File: src/rtl/result_mem_reader.sv
// Collects product words from the multiplier datapath into a small buffer and
// streams them to the host over valid/ready once the datapath reports last or the buffer fills.
module result_mem_reader #(
    parameter int DATA_W = 32,
    parameter int DEPTH  = 8,
    parameter int ADDR_W = 3
) (
    input  logic              i_clk,
    input  logic              i_rst,
    input  logic              i_start,
    input  logic              i_we,
    input  logic [DATA_W-1:0] i_data_in,
    input  logic              i_last,
    output logic [DATA_W-1:0] o_out_data,
    output logic              o_out_valid,
    input  logic              i_out_ready,
    output logic [ADDR_W:0]   o_count,
    output logic              o_busy,
    output logic              o_done,
    output logic              o_overflow,
    output logic [1:0]        o_state
);

    // Host handshake: a word moves on every rising edge where o_out_valid and
    // i_out_ready are both 1; o_out_valid never looks at i_out_ready, and
    // o_out_data holds steady while o_out_valid is high and i_out_ready is low.
    typedef enum logic [1:0] {
        S_IDLE    = 2'd0,
        S_COLLECT = 2'd1,
        S_DRAIN   = 2'd2
    } state_t;

    localparam logic [ADDR_W:0] L_ALMOST = (ADDR_W+1)'(DEPTH - 1);
    localparam logic [ADDR_W:0] L_ONE    = (ADDR_W+1)'(1);

    state_t              r_state;
    state_t              w_next_state;
    logic [DATA_W-1:0]   r_mem [DEPTH];
    logic [ADDR_W-1:0]   r_wr_ptr;
    logic [ADDR_W-1:0]   r_rd_ptr;
    logic [ADDR_W:0]     r_count;
    logic                r_overflow;
    logic                r_done;
    logic                w_store;
    logic                w_xfer;
    logic                w_out_valid;

    // A start in the same cycle as a write aborts the collection, so the word is lost.
    assign w_store = (r_state == S_COLLECT) && i_we && !i_start;
    assign w_xfer  = w_out_valid && i_out_ready;

    always_ff @(posedge i_clk) begin
        if (i_rst) begin
            r_state <= S_IDLE;
        end else begin
            r_state <= w_next_state;
        end
    end

    always_comb begin
        w_next_state = r_state;
        if (i_start) begin
            w_next_state = S_COLLECT;
        end else begin
            case (r_state)
                S_IDLE:    w_next_state = S_IDLE;
                S_COLLECT: begin
                    if (i_last || (w_store && r_count == L_ALMOST)) begin
                        w_next_state = S_DRAIN;
                    end
                end
                S_DRAIN: begin
                    if (r_count == '0 || (r_count == L_ONE && w_xfer)) begin
                        w_next_state = S_IDLE;
                    end
                end
                default:   w_next_state = S_IDLE;
            endcase
        end
    end

    always_comb begin
        o_busy      = (r_state != S_IDLE);
        w_out_valid = (r_state == S_DRAIN) && (r_count != '0);
        o_out_data  = w_out_valid ? r_mem[r_rd_ptr] : '0;
    end

    always_ff @(posedge i_clk) begin
        if (w_store) begin
            r_mem[r_wr_ptr] <= i_data_in;
        end
    end

    always_ff @(posedge i_clk) begin
        if (i_rst) begin
            r_wr_ptr   <= '0;
            r_rd_ptr   <= '0;
            r_count    <= '0;
            r_overflow <= 1'b0;
            r_done     <= 1'b0;
        end else begin
            r_done <= (r_state == S_DRAIN) && (w_next_state == S_IDLE);
            if (i_start) begin
                r_wr_ptr   <= '0;
                r_rd_ptr   <= '0;
                r_count    <= '0;
                r_overflow <= 1'b0;
            end else begin
                if (w_store) begin
                    r_wr_ptr <= r_wr_ptr + 1'b1;
                    r_count  <= r_count + 1'b1;
                end
                if (w_xfer) begin
                    r_rd_ptr <= r_rd_ptr + 1'b1;
                    r_count  <= r_count - 1'b1;
                end
                if (r_state == S_DRAIN && i_we) begin
                    r_overflow <= 1'b1;
                end
            end
        end
    end

    assign o_out_valid = w_out_valid;
    assign o_count     = r_count;
    assign o_overflow  = r_overflow;
    assign o_done      = r_done;
    assign o_state     = r_state;

endmodule

File: config.mk
export PLATFORM = sky130hd
export DESIGN_NAME = result_mem_reader
export DESIGN_NICKNAME = d
export VERILOG_FILES = /design/src/rtl/result_mem_reader.sv
export SDC_FILE = /design/constraint.sdc
export NUM_CORES = 1
export LEC_CHECK = 0
export ABC_AREA = 1
export CORE_ASPECT_RATIO = 0.9
export CORE_UTILIZATION = 50
export DETAILED_ROUTE_END_ITERATION = 7
export PLACE_DENSITY_LB_ADDON = 0.3
export SLEW_MARGIN = 20
export SYNTH_ARGS = -nofsm -noshare
export SYNTH_HDL_FRONTEND = slang
export SYNTH_SLANG_ARGS = --single-unit
File: constraint.sdc
create_clock -name i_clk -period 8.2 [get_ports i_clk]
set_input_delay 1.64 -clock i_clk [delete_from_list [all_inputs] [get_ports i_clk]]
set_output_delay 1.64 -clock i_clk [all_outputs]
set_load 0.1 [all_outputs]
; After elaboration in Yosys (flattened, before gate mapping)
; Memory sizes are Yosys's and may differ from the RTL's. A register that Yosys moved wholly into a read port is not among the register bits.
; Index checks and enable logic that the tools add are counted.
[totals]
in_bits = 38
n_memories = 1
reg_bits = 14
out_inout_bits = 42
word_cells = 43
mem_bits_rw = 256
[classes]
addsub = 4
n_mux = 11
eq_ne = 4
n_reduce_logical = 17
[memory_table]
columns = name, depth, width, rd, rd_clocked_by_memory_dff, wr, line_no
row1 = r_mem, 8, 32, 1, 1, 1, 38  ; logic [DATA_W-1:0] r_mem [DEPTH];
[ops]
columns = cell, count
row1 = two-way mux 32 bit, 1
row2 = logical AND 1 bit, 8
row3 = two-way mux 4 bit, 2
row4 = adder 3 x 1 -> 3 bit (second input constant), 2
row5 = two-way mux 2 bit, 3
row6 = two-way mux 3 bit, 2
row7 = adder 4 x 1 -> 4 bit (second input constant), 1
row8 = equality test 4 x 1 -> 1 bit (second input constant), 1
row9 = equality test 4 x 3 -> 1 bit (second input constant), 1
row10 = logical NOT 4 bit, 1
row11 = case mux 2 bit (2 select lines), 1
row12 = nonzero test 2 bit, 2
row13 = nonzero test 4 bit, 1
row14 = subtractor 4 x 1 -> 4 bit (second input constant), 1
row15 = equality test 2 x 1 -> 1 bit (second input constant), 1
row16 = equality test 2 bit (second input constant), 1
row17 = logical NOT 2 bit, 1
row18 = logical OR 1 bit, 2
row19 = two-way mux 1 bit, 2
row20 = OR reduction 2 bit, 1
row21 = logical NOT 1 bit, 1

; Logic depth before layout (Yosys ltp)
; Gate-level depths: netlist of run 1.
[depth]
depth_word = 10
depth_mapped = 11
depth_no_buf = 11

; Least setup slack after synthesis of run 1
; Ideal clock, no wire load.
[synth_timing]
path_type = register to output
start = register r_count[1] (netlist: o_count[1])
end = output port o_out_data[22]
required_time_ps = 6560
path_stages_with_launch = 9
arrival_ps = 3368
setup_slack_ps = 3192
n_path_buf = 1
path_cell_list = dfxtp_1 -> inv_1 -> ha_1 -> nand2_1 -> nand2_1 -> inv_2 -> buf_4 -> nand2_1 -> nor2_1
[synth_via]
elab_chain_len = 3
[synth_rtl]
columns = item, line_no
row1 = from (decl), 41  ; logic [ADDR_W:0] r_count;
row2 = from (signal assigned), 111  ; r_count <= r_count + 1'b1;
row3 = from (signal assigned), 115  ; r_count <= r_count - 1'b1;
row4 = nonzero test 4 bit, 84  ; w_out_valid = (r_state == S_DRAIN) && (r_count != '0);
row5 = logical AND 1 bit, 84
row6 = via o_out_valid, 15  ; output logic o_out_valid,
row7 = two-way mux 32 bit, 85  ; o_out_data = w_out_valid ? r_mem[r_rd_ptr] : '0;
row8 = to (decl), 14  ; output logic [DATA_W-1:0] o_out_data,
; The timed path passes the listed nets, and every way through them passes these cells.

==> summary.txt, run 1 <==
Global route
  – First-pass GRT wire length: 35900 um
  – Vias in the first global route: 6731
  – Initial antenna violation count: 0
  – GRT Util Overall: 20.9%
  – GR Overflow Total: 0
  – Pin count of the biggest net entering global routing: 97

Timing
  – RSZ-0062 raised after global routing: false
  – TNS Setup: 0 ps
  – Final Max Tran Viols: 0
  – Final setup violation count: 0
  – Worst slew margin: about a third
  – Final critical-path share of the clock period: between 70% and 80%
  – Tightest Pin Transition: 1030 ps
  – Fmax: 165 MHz
  – Setup Skew: 14.2 ps
  – Final hold viol count: 0
  – Shortest period the worst path allows: approximately 6000 ps

Finish
  – Design area: 12900 sq um
  – Layout cells sized above 1: 7.40%
  – Layout area overhead: 17.2%
  – # nets final: 1013
  – Most common cell after layout, fill and taps aside: edfxtp_1
  – Most frequent cells in the layout: 256 x edfxtp_1, 235 x nor2_1, 134 x o21ai_0, 79 x clkdlybuf4s50_1, 68 x nand2_1

Worst hold path
  – Hold path start: o_overflow
  – Worst hold path class: flop to flop
  – Hold Path End: o_overflow
  – Min-Delay Path Depth: 2

Worst setup path
  – Buffers & Inverters on Critical Path: 3
  – Critical R2R Launch: o_state[1]
  – Max stage delay on crit path: around 970 ps
  – Worst EP arrival: between 4000 and 5000 ps
  – Nature of the critical path endpoint: primary output
  – Worst r2r dst: r_mem[5][6]
  – CP top delay family: buffers and inverters
  – Worst path cell trace: clkinv_2 > buf_4 > o21ai_0 > o211ai_1 > nand2_1 > nor2_1 > clkdlybuf4s50_1
  – Flop-to-flop setup slack: 5530 ps
  – Worst setup SP type: flop
  – CP max stage cell: clkinv_2
  – CP required: 6560 ps
  – Worst r2r path cells: 9
  – Critical path peak fanout: 78
  – Crit Path Category: flop to primary output

Status
  – Status: completed

Die
  – Std cell rows: between 50 and 60
  – Die Area: 22600 sq um
  – # IOs: 80
  – Die height: between 100 and 150 um
  – Die Wd: between 150 and 200 um
  – Core Box Area: 21600 sq um
  – Starting Density: 50.9%

Synthesis
  – Compound-Gate Fraction of Synth Area: 10.7%
  – Post-synthesis simple-gate area fraction: 11.4%
  – Syn_nets: 942
  – Seq/Total Area, Yosys: between 70 and 80%
  – Synth Area in Adders: 0.911%
  – Ys Warns: 0
  – XOR/XNOR Fraction of Synth Area: 0%
  – Post-synth cell types: 24
  – Post-Syn Area: around 11000 sq um
  – Cells after Synth: 896
  – Largest family of logic cells by synthesized area: simple AND/OR/NAND/NOR gates
  – Post-Syn Area per Cell: roughly 12 sq um
  – Mux cell area share after synthesis: 0%
  – Yosys reg bits: ~270

Placement
  – Placed cell area: 12000 sq um
  – RD Place Congestion: 0.727
  – I/O Buffers: 79
  – HPWL after DPL: ~12000 um

Clocking
  – Post-CTS resize count: 0
  – Htree depth: 1
  – Clock transition at path regs: 60 ps
  – Worst-case clock buffer depth: 3
  – Cell chosen for the clock root: clkbuf_16
  – Cts-stage hold buffer count: 0
  – CTS tree: yes
  – Cts bufs inserted: 28
  – Setup Buffers After CTS: 0
  – Clk Latency, worst-skew pair: 530 ps
  – Clk sinks: 273

Detailed routing
  – DRT iter0 DRCs: 614
  – Number of remaining DRC errors: 0
  – Routed WL: 22800 um
  – Pre-Repair DR Iteration Count: 5
  – Wirelength per Cell: between 15 and 20 um
  – Vias per cell: about 5.4
  – ANT nets after route: 0
  – Via count: between 6000 and 7000

Power
  – Peak VDD IR: approximately 0.00018 V
  – Pwr dens: about 210 nW/um^2
  – Leakage: 0.00426 uW

Job
  – Max-cap violation count: 0
[how the worst max path moves through the flow]
stage	from	endpoint	cells past startpoint
2_1_floorplan	o_count[1]	o_out_data[22]	8
5_1_grt	flop	o_out_data[31]	7
6_report	flop	o_out_data[31]	7
3_5_place_dp	flop	o_out_data[31]	7
4_1_cts	flop	o_out_data[31]	7
3_3_place_gp	flop	o_out_data[31]	7
[power by group]
group / total [uW] / internal, uW / switching, uW
logic: 54.6 / 21.2 / 33.4
registers: 1530 / 1530 / 1.40
clock network: 1180 / 673 / 503
total: 2760 / 2220 / 538
[cell type report]
cell class | count | area [sq um]
fillers | 1722 | 8690
flip-flops and latches | 273 | 8030
multi-input cells | 543 | 2590
repair buffers | 92 | 921
clock buffers | 31 | 733
well taps | 291 | 364
clock inverters | 19 | 123
inverters | 29 | 110
diodes | 1 | 2.50
[state kept, by name, summed over array words and instances (netlist names), named ones only]
register	count
o_count	4
r_rd_ptr	3
o_state	2
o_done	1
r_wr_ptr	3
r_mem	256
o_overflow	1
[Yosys cell counts]
| library cell | number | area (sq um) |
|---|---|---|
| edfxtp_1 | 256 | 7690 |
| nor2_1 | 243 | 912 |
| o21ai_0 | 134 | 671 |
| nand2_1 | 68 | 255 |
| o211ai_1 | 32 | 240 |
| o22ai_1 | 32 | 200 |
| inv_1 | 27 | 101 |
| clkbuf_1 | 17 | 63.8 |
| dfxtp_1 | 17 | 340 |
| buf_6 | 12 | 135 |
| buf_2 | 11 | 55.1 |
| a21oi_1 | 10 | 50.1 |
| ha_1 | 8 | 100 |
| nand3_1 | 7 | 35.0 |
| buf_4 | 5 | 37.5 |
| clkbuf_2 | 5 | 25.0 |
| nor2_2 | 3 | 18.8 |
| inv_2 | 2 | 7.51 |
| nor3_1 | 2 | 10.0 |
| a211oi_1 | 1 | 7.51 |
| buf_1 | 1 | 3.75 |
| nand2_4 | 1 | 11.3 |
| nor2_4 | 1 | 11.3 |
| o21ai_1 | 1 | 5.00 |
[metrics by stage]
step	utilization [%]	setup slack [ps]	std cells	power (uW)	hold WS, ps
final	59.7	2130	1279	2760	483
after global routing	59.7	1830	1278	2840	517
after CTS	59.6	2090	1277	2780	483
after detailed placement	55.6	2680	1227	1610	462
after global placement	55.5	2740	1226	1610	464
after floorplan	-	3190	896	1570	466
[cell families after synthesis]
logic type	count (synthesis)
simple gates	325
buf+inv	80
fa+ha+maj	8
flops	273
compound gates	210
[per-layer routing]
layer | track usage (%) | share of wire [%]
met3 | 3.37 | 5.5
met5 | 0 | 0
met1 | 28.3 | 44
met2 | 34.9 | 48
met4 | 6.38 | 2.1
[worst reg2reg max path: stages, from the launching register on]
cell,delay [ps]
dfxtp_1,320
inv_1,90
ha_1,200
nand2_1,120
nor2_4,170
inv_1,150
nor2_1,140
inv_1,180
nor2_4,490
buf_4,460
Note: power is estimated with default switching activity, not from simulation.
==> run 2, diff against run 1 <==
clock period = 5.4 ns   (was 8.2 ns; I/O delays follow)
==> run 2 against run 1 <==
Net effect:
- critical path depth unchanged
- clock skew about the same
- first-iteration DRC count decreased by 1.5%
- power increased by 49%
- highest routed layer unchanged
==> summary.txt, run 2 (synthesized netlist as in run 1, its figures left out) <==
Global route
  – First-pass GRT wire length: 34100 um
  – Pin count of the biggest net entering global routing: 97
  – GR Overflow Total: 0
  – Initial antenna violation count: 0
  – Vias in the first global route: 6445
  – GRT Util Overall: 19.7%

Detailed routing
  – Wirelength per Cell: 17.3 um
  – DRT iter0 DRCs: 605
  – Via count: around 6800
  – Vias per cell: between 5 and 6
  – ANT nets after route: 0
  – Routed WL: 22000 um
  – Number of remaining DRC errors: 0
  – Pre-Repair DR Iteration Count: 4

Die
  – Core Box Area: 21600 sq um
  – Die Area: 22600 sq um
  – # IOs: 80
  – Die Wd: 158 um
  – Die height: 143 um
  – Starting Density: 50.9%
  – Std cell rows: 51

Clocking
  – Cts bufs inserted: 27
  – Htree depth: 1
  – Clk sinks: 273
  – Cts-stage hold buffer count: 0
  – Cell chosen for the clock root: clkbuf_16
  – Clock transition at path regs: 60 ps
  – Clk Latency, worst-skew pair: 520 ps
  – Post-CTS resize count: 0
  – Worst-case clock buffer depth: 3
  – Setup Buffers After CTS: 0
  – CTS tree: yes

Finish
  – Layout area overhead: 16.4%
  – Antenna diode count: 0
  – # nets final: 1010
  – Largest register FFs: 256
  – Top reg by flops: r_mem
  – Most frequent cells in the layout: 256 x edfxtp_1, 235 x nor2_1, 134 x o21ai_0, 68 x nand2_1, 47 x clkdlybuf4s50_1
  – Design area: about 13000 sq um
  – Most common cell after layout, fill and taps aside: edfxtp_1
  – Layout cells sized above 1: 9.87%

Placement
  – RD Place Congestion: just under 0.8
  – Placed cell area: 11900 sq um
  – HPWL after DPL: 11700 um
  – I/O Buffers: 79

Timing
  – Final Max Tran Viols: 0
  – Setup Skew: 14.6 ps
  – Worst slew margin: 25.9%
  – Fin Hold WS: 478 ps
  – Final hold viol count: 0
  – Tightest Pin Transition: 1110 ps
  – Final critical-path share of the clock period: around 76%
  – Final setup violation count: 0
  – Shortest period the worst path allows: 4100 ps
  – Fmax: roughly 240 MHz
  – RSZ-0062 raised after global routing: false
  – TNS Setup: 0 ps

Job
  – Max-cap violation count: 0

Worst setup path
  – Critical R2R Launch: o_state[1]
  – Flop-to-flop setup slack: 2700 ps
  – Worst r2r path cells: 8
  – Worst EP arrival: 3020 ps
  – Worst setup SP type: flop
  – Nature of the critical path endpoint: primary output
  – Critical path peak fanout: 80
  – Crit Path Category: flop to primary output
  – Worst r2r dst: r_mem[5][7]
  – CP required: ~4300 ps

Worst hold path
  – Hold Path End: o_overflow
  – Hold path start: o_overflow
  – Min-Delay Path Depth: 2
  – Worst hold path class: flop to flop

Power
  – Peak VDD IR: 0.000227 V
  – Pwr dens: roughly 320 nW/um^2
  – Leakage: 0.00431 uW
  – PnR Total Power: 4110 uW

Status
  – Status: completed
-- run 2: changes by cell type in the layout (fill, tap and decap cells not counted), sizes merged --
cell,before,now
clkbuf,31,32
clkinv,16,15
clkdlybuf4s50,79,47
buf,13,43
diode,1,0
clkinvlp,1,0
inv,30,29
-- run 2: worst max-delay path, cell delays in order (launching register included) --
cell      delay [ps]
dfxtp_4          620
clkinv_2         630
buf_12           450
o21ai_0          220
o211ai_1         110
nand2_1          120
nor2_1            50
buf_4            230
-- run 2: area by class of cell --
cell class / count / area (sq um)
clock buffer: 32 / 694
clock inverter: 16 / 100
fill: 1763 / 8780
inverter: 29 / 110
multi-input combinational: 543 / 2590
sequential: 273 / 8030
tap: 291 / 364
timing repair buffer: 90 / 893
-- run 2: where the power goes --
part | leakage [uW] | total [uW] | switching (uW) | internal, uW
Clock | 0.000396 | 1700 | 740 | 961
Combinational | 0.00147 | 85.1 | 51.0 | 34.1
Sequential | 0.00244 | 2320 | 2.18 | 2320
Total | 0.00431 | 4110 | 794 | 3310
-- run 2: how the worst max path moves through the flow --
| stage | depth (start not counted) | endpoint | slack, ps |
|---|---|---|---|
| 5_1_grt | 8 | o_out_data[31] | 1050 |
| 3_3_place_gp | 7 | r_mem[3][17] | 1840 |
| 3_5_place_dp | 7 | r_mem[5][15] | 1770 |
| 4_1_cts | 6 | o_out_data[22] | 1240 |
| 2_1_floorplan | 8 | o_out_data[22] | 950 |
| 6_report | 7 | o_out_data[13] | 1300 |
-- run 2: layer usage --
metal	share of wire, %	global-route usage, %
met5	0	0
met4	1.6	4.66
met3	5.6	2.85
met2	48	32.8
met1	45	27.5
-- run 2: stage by stage --
step	setup WS (ps)	util, %	instances
floorplan	952	-	896
global placement	1840	55.0	1221
detailed placement	1770	55.3	1223
CTS	1240	58.9	1271
global route	1050	59.3	1274
finish	1300	59.3	1274
==> run 3, diff against run 2 <==
clock period = 3.8 ns   (was 5.4 ns; I/O delays follow)
==> run 3 against run 2 <==
Net effect:
- first-iteration DRC count increased by 8.4%
- final cell count increased by 0.86%
- power increased by 47%
- register-to-register slack got worse by 1200 ps
- combinational power increased by 42%
- count of clock-buffer cells in the layout unchanged
- routed wire length increased by 1.6%
- global-route usage increased by 0.72 points
- clock power increased by 55%
- via count increased by 0.37%
- utilization increased by 2.8 points
- largest cell class unchanged
==> summary.txt, run 3 (synthesized netlist as in run 1, its figures left out) <==
Status
  – Status: completed

Power
  – Pwr dens: 452 nW/um^2
  – Peak VDD IR: 0.000365 V
  – Leakage: 0.00445 uW
  – PnR Total Power: 6050 uW

Die
  – Core Box Area: 21600 sq um
  – Die height: about 140 um
  – Die Area: 22600 sq um
  – Std cell rows: 51
  – Starting Density: 50.9%
  – # IOs: 80
  – Die Wd: 158 um

Worst setup path
  – Most used cell along the critical path: nand2_1
  – Crit Path Category: flop to primary output
  – CP max stage cell: inv_2
  – Critical R2R Launch: o_state[1]
  – CP top delay family: buffers and inverters
  – Nature of the critical path endpoint: primary output
  – Buffers & Inverters on Critical Path: 4
  – Worst setup SP type: flop
  – Worst EP arrival: approximately 2600 ps
  – Worst r2r dst: r_mem[5][21]
  – Worst path cell trace: inv_1 > ha_1 > nand2_1 > nand2_1 > inv_2 > buf_4 > nand2_1 > nor2_2 > buf_12
  – Max stage delay on crit path: roughly 470 ps
  – CP required: between 3000 and 4000 ps
  – WP depth: 9
  – Critical path peak fanout: 22
  – Flop-to-flop setup slack: 1480 ps
  – Worst r2r path cells: 9

Detailed routing
  – Via count: 6872
  – Wirelength per Cell: 17.4 um
  – Vias per cell: 5.35
  – Pre-Repair DR Iteration Count: 5
  – ANT nets after route: 0
  – Routed WL: approximately 22000 um
  – DRT iter0 DRCs: 656
  – Number of remaining DRC errors: 0

Global route
  – GR Overflow Total: 0
  – GRT Util Overall: 20.5%
  – Pin count of the biggest net entering global routing: 129
  – First-pass GRT wire length: between 30000 and 40000 um
  – Vias in the first global route: 6752
  – Initial antenna violation count: 1

Worst hold path
  – Min-Delay Path Depth: 2
  – Worst hold path class: flop to flop
  – Hold Path End: o_overflow
  – Hold path start: o_overflow

Clocking
  – CTS tree: yes
  – Cell chosen for the clock root: clkbuf_16
  – Post-CTS resize count: 0
  – Setup Buffers After CTS: 0
  – Htree depth: 1
  – Clk Latency, worst-skew pair: 530 ps
  – Cts bufs inserted: 27
  – Clock transition at path regs: 60 ps
  – Worst-case clock buffer depth: 3
  – Cts-stage hold buffer count: 0
  – Clk sinks: 273

Timing
  – Tightest Pin Transition: 989 ps
  – Setup Skew: 14.7 ps
  – Final critical-path share of the clock period: between 80 and 90%
  – RSZ-0062 raised after global routing: false
  – Final worst setup slack: 427 ps
  – Final hold viol count: 0
  – Final Max Tran Viols: 0
  – Fmax: between 200 and 300 MHz
  – Shortest period the worst path allows: 3370 ps
  – Final setup violation count: 0
  – Worst slew margin: about 34%
  – TNS Setup: 0 ps

Finish
  – Post-layout util: 62.0%
  – Antenna diode count: 0
  – Most common cell after layout, fill and taps aside: edfxtp_1
  – Most frequent cells in the layout: 256 x edfxtp_1, 206 x nor2_1, 134 x o21ai_0, 68 x nand2_1, 46 x clkdlybuf4s50_1
  – Layout area overhead: 21.8%
  – Largest register FFs: between 200 and 300
  – Top reg by flops: r_mem
  – Layout cells sized above 1: between 10% and 20%
  – # nets final: 1020
  – Design area: 13400 sq um

Placement
  – I/O Buffers: 79
  – HPWL after DPL: between 10000 and 15000 um
  – Dpl ws: around 830 ps
  – RD Place Congestion: a little under 0.8
  – Placed cell area: 12500 sq um

Job
  – Max-cap violation count: 0
run 3: cell count changes in the layout (fill, tap and decap cells not counted), sizes merged:
cell	before	now
buf	43	54
clkinv	15	11
clkinvlp	0	2
bufinv	1	4
clkdlybuf4s50	47	46
run 3: power breakdown:
| part | switching (uW) | total (uW) | internal [uW] |
|---|---|---|---|
| sequential | 3.23 | 3300 | 3290 |
| clock | 1060 | 2630 | 1570 |
| combinational | 74.7 | 121 | 46.2 |
| total | 1140 | 6050 | 4910 |
run 3: routing by layer:
layer,up-vias,global-route usage [%],wire length (um)
met4,2,5.06,370
met1,3338,27.8,9950
li1,3342,-,-
met3,34,3.19,997
met2,156,34.6,11000
met5,-,0,15
run 3: final cells by class:
type	instances	area, sq um
Tap cell	291	364
Sequential cell	273	8030
Fill cell	1662	8190
Clock inverter	17	186
Multi-Input combinational cell	543	2660
Timing Repair Buffer	100	1330
Inverter	29	110
Clock buffer	32	694
run 3: worst max-delay path by stage:
stage,from,endpoint,slack (ps)
global route,o_count[0],o_out_data[19],240
CTS,o_count[0],o_out_data[19],410
global placement,i_we,r_mem[5][14],900
detailed placement,i_we,r_mem[5][13],830
floorplan,o_count[1],o_out_data[1],50
finish,o_count[0],o_out_data[19],430
run 3: worst register-to-register path, cell delays in order, from the launching register on:
cell and delay, ps:
dfxtp_1 320, inv_1 100, ha_1 200, nand2_1 120, nor2_4 180, inv_1 150
nor2_1 160, inv_1 180, nor2_4 350, buf_12 260
run 3: stage by stage:
step / instances / hold slack [ps]
2_1_floorplan: 896 / 466
3_3_place_gp: 1236 / 463
3_5_place_dp: 1236 / 475
4_1_cts: 1285 / 494
5_1_grt: 1285 / 535
6_report: 1285 / 481
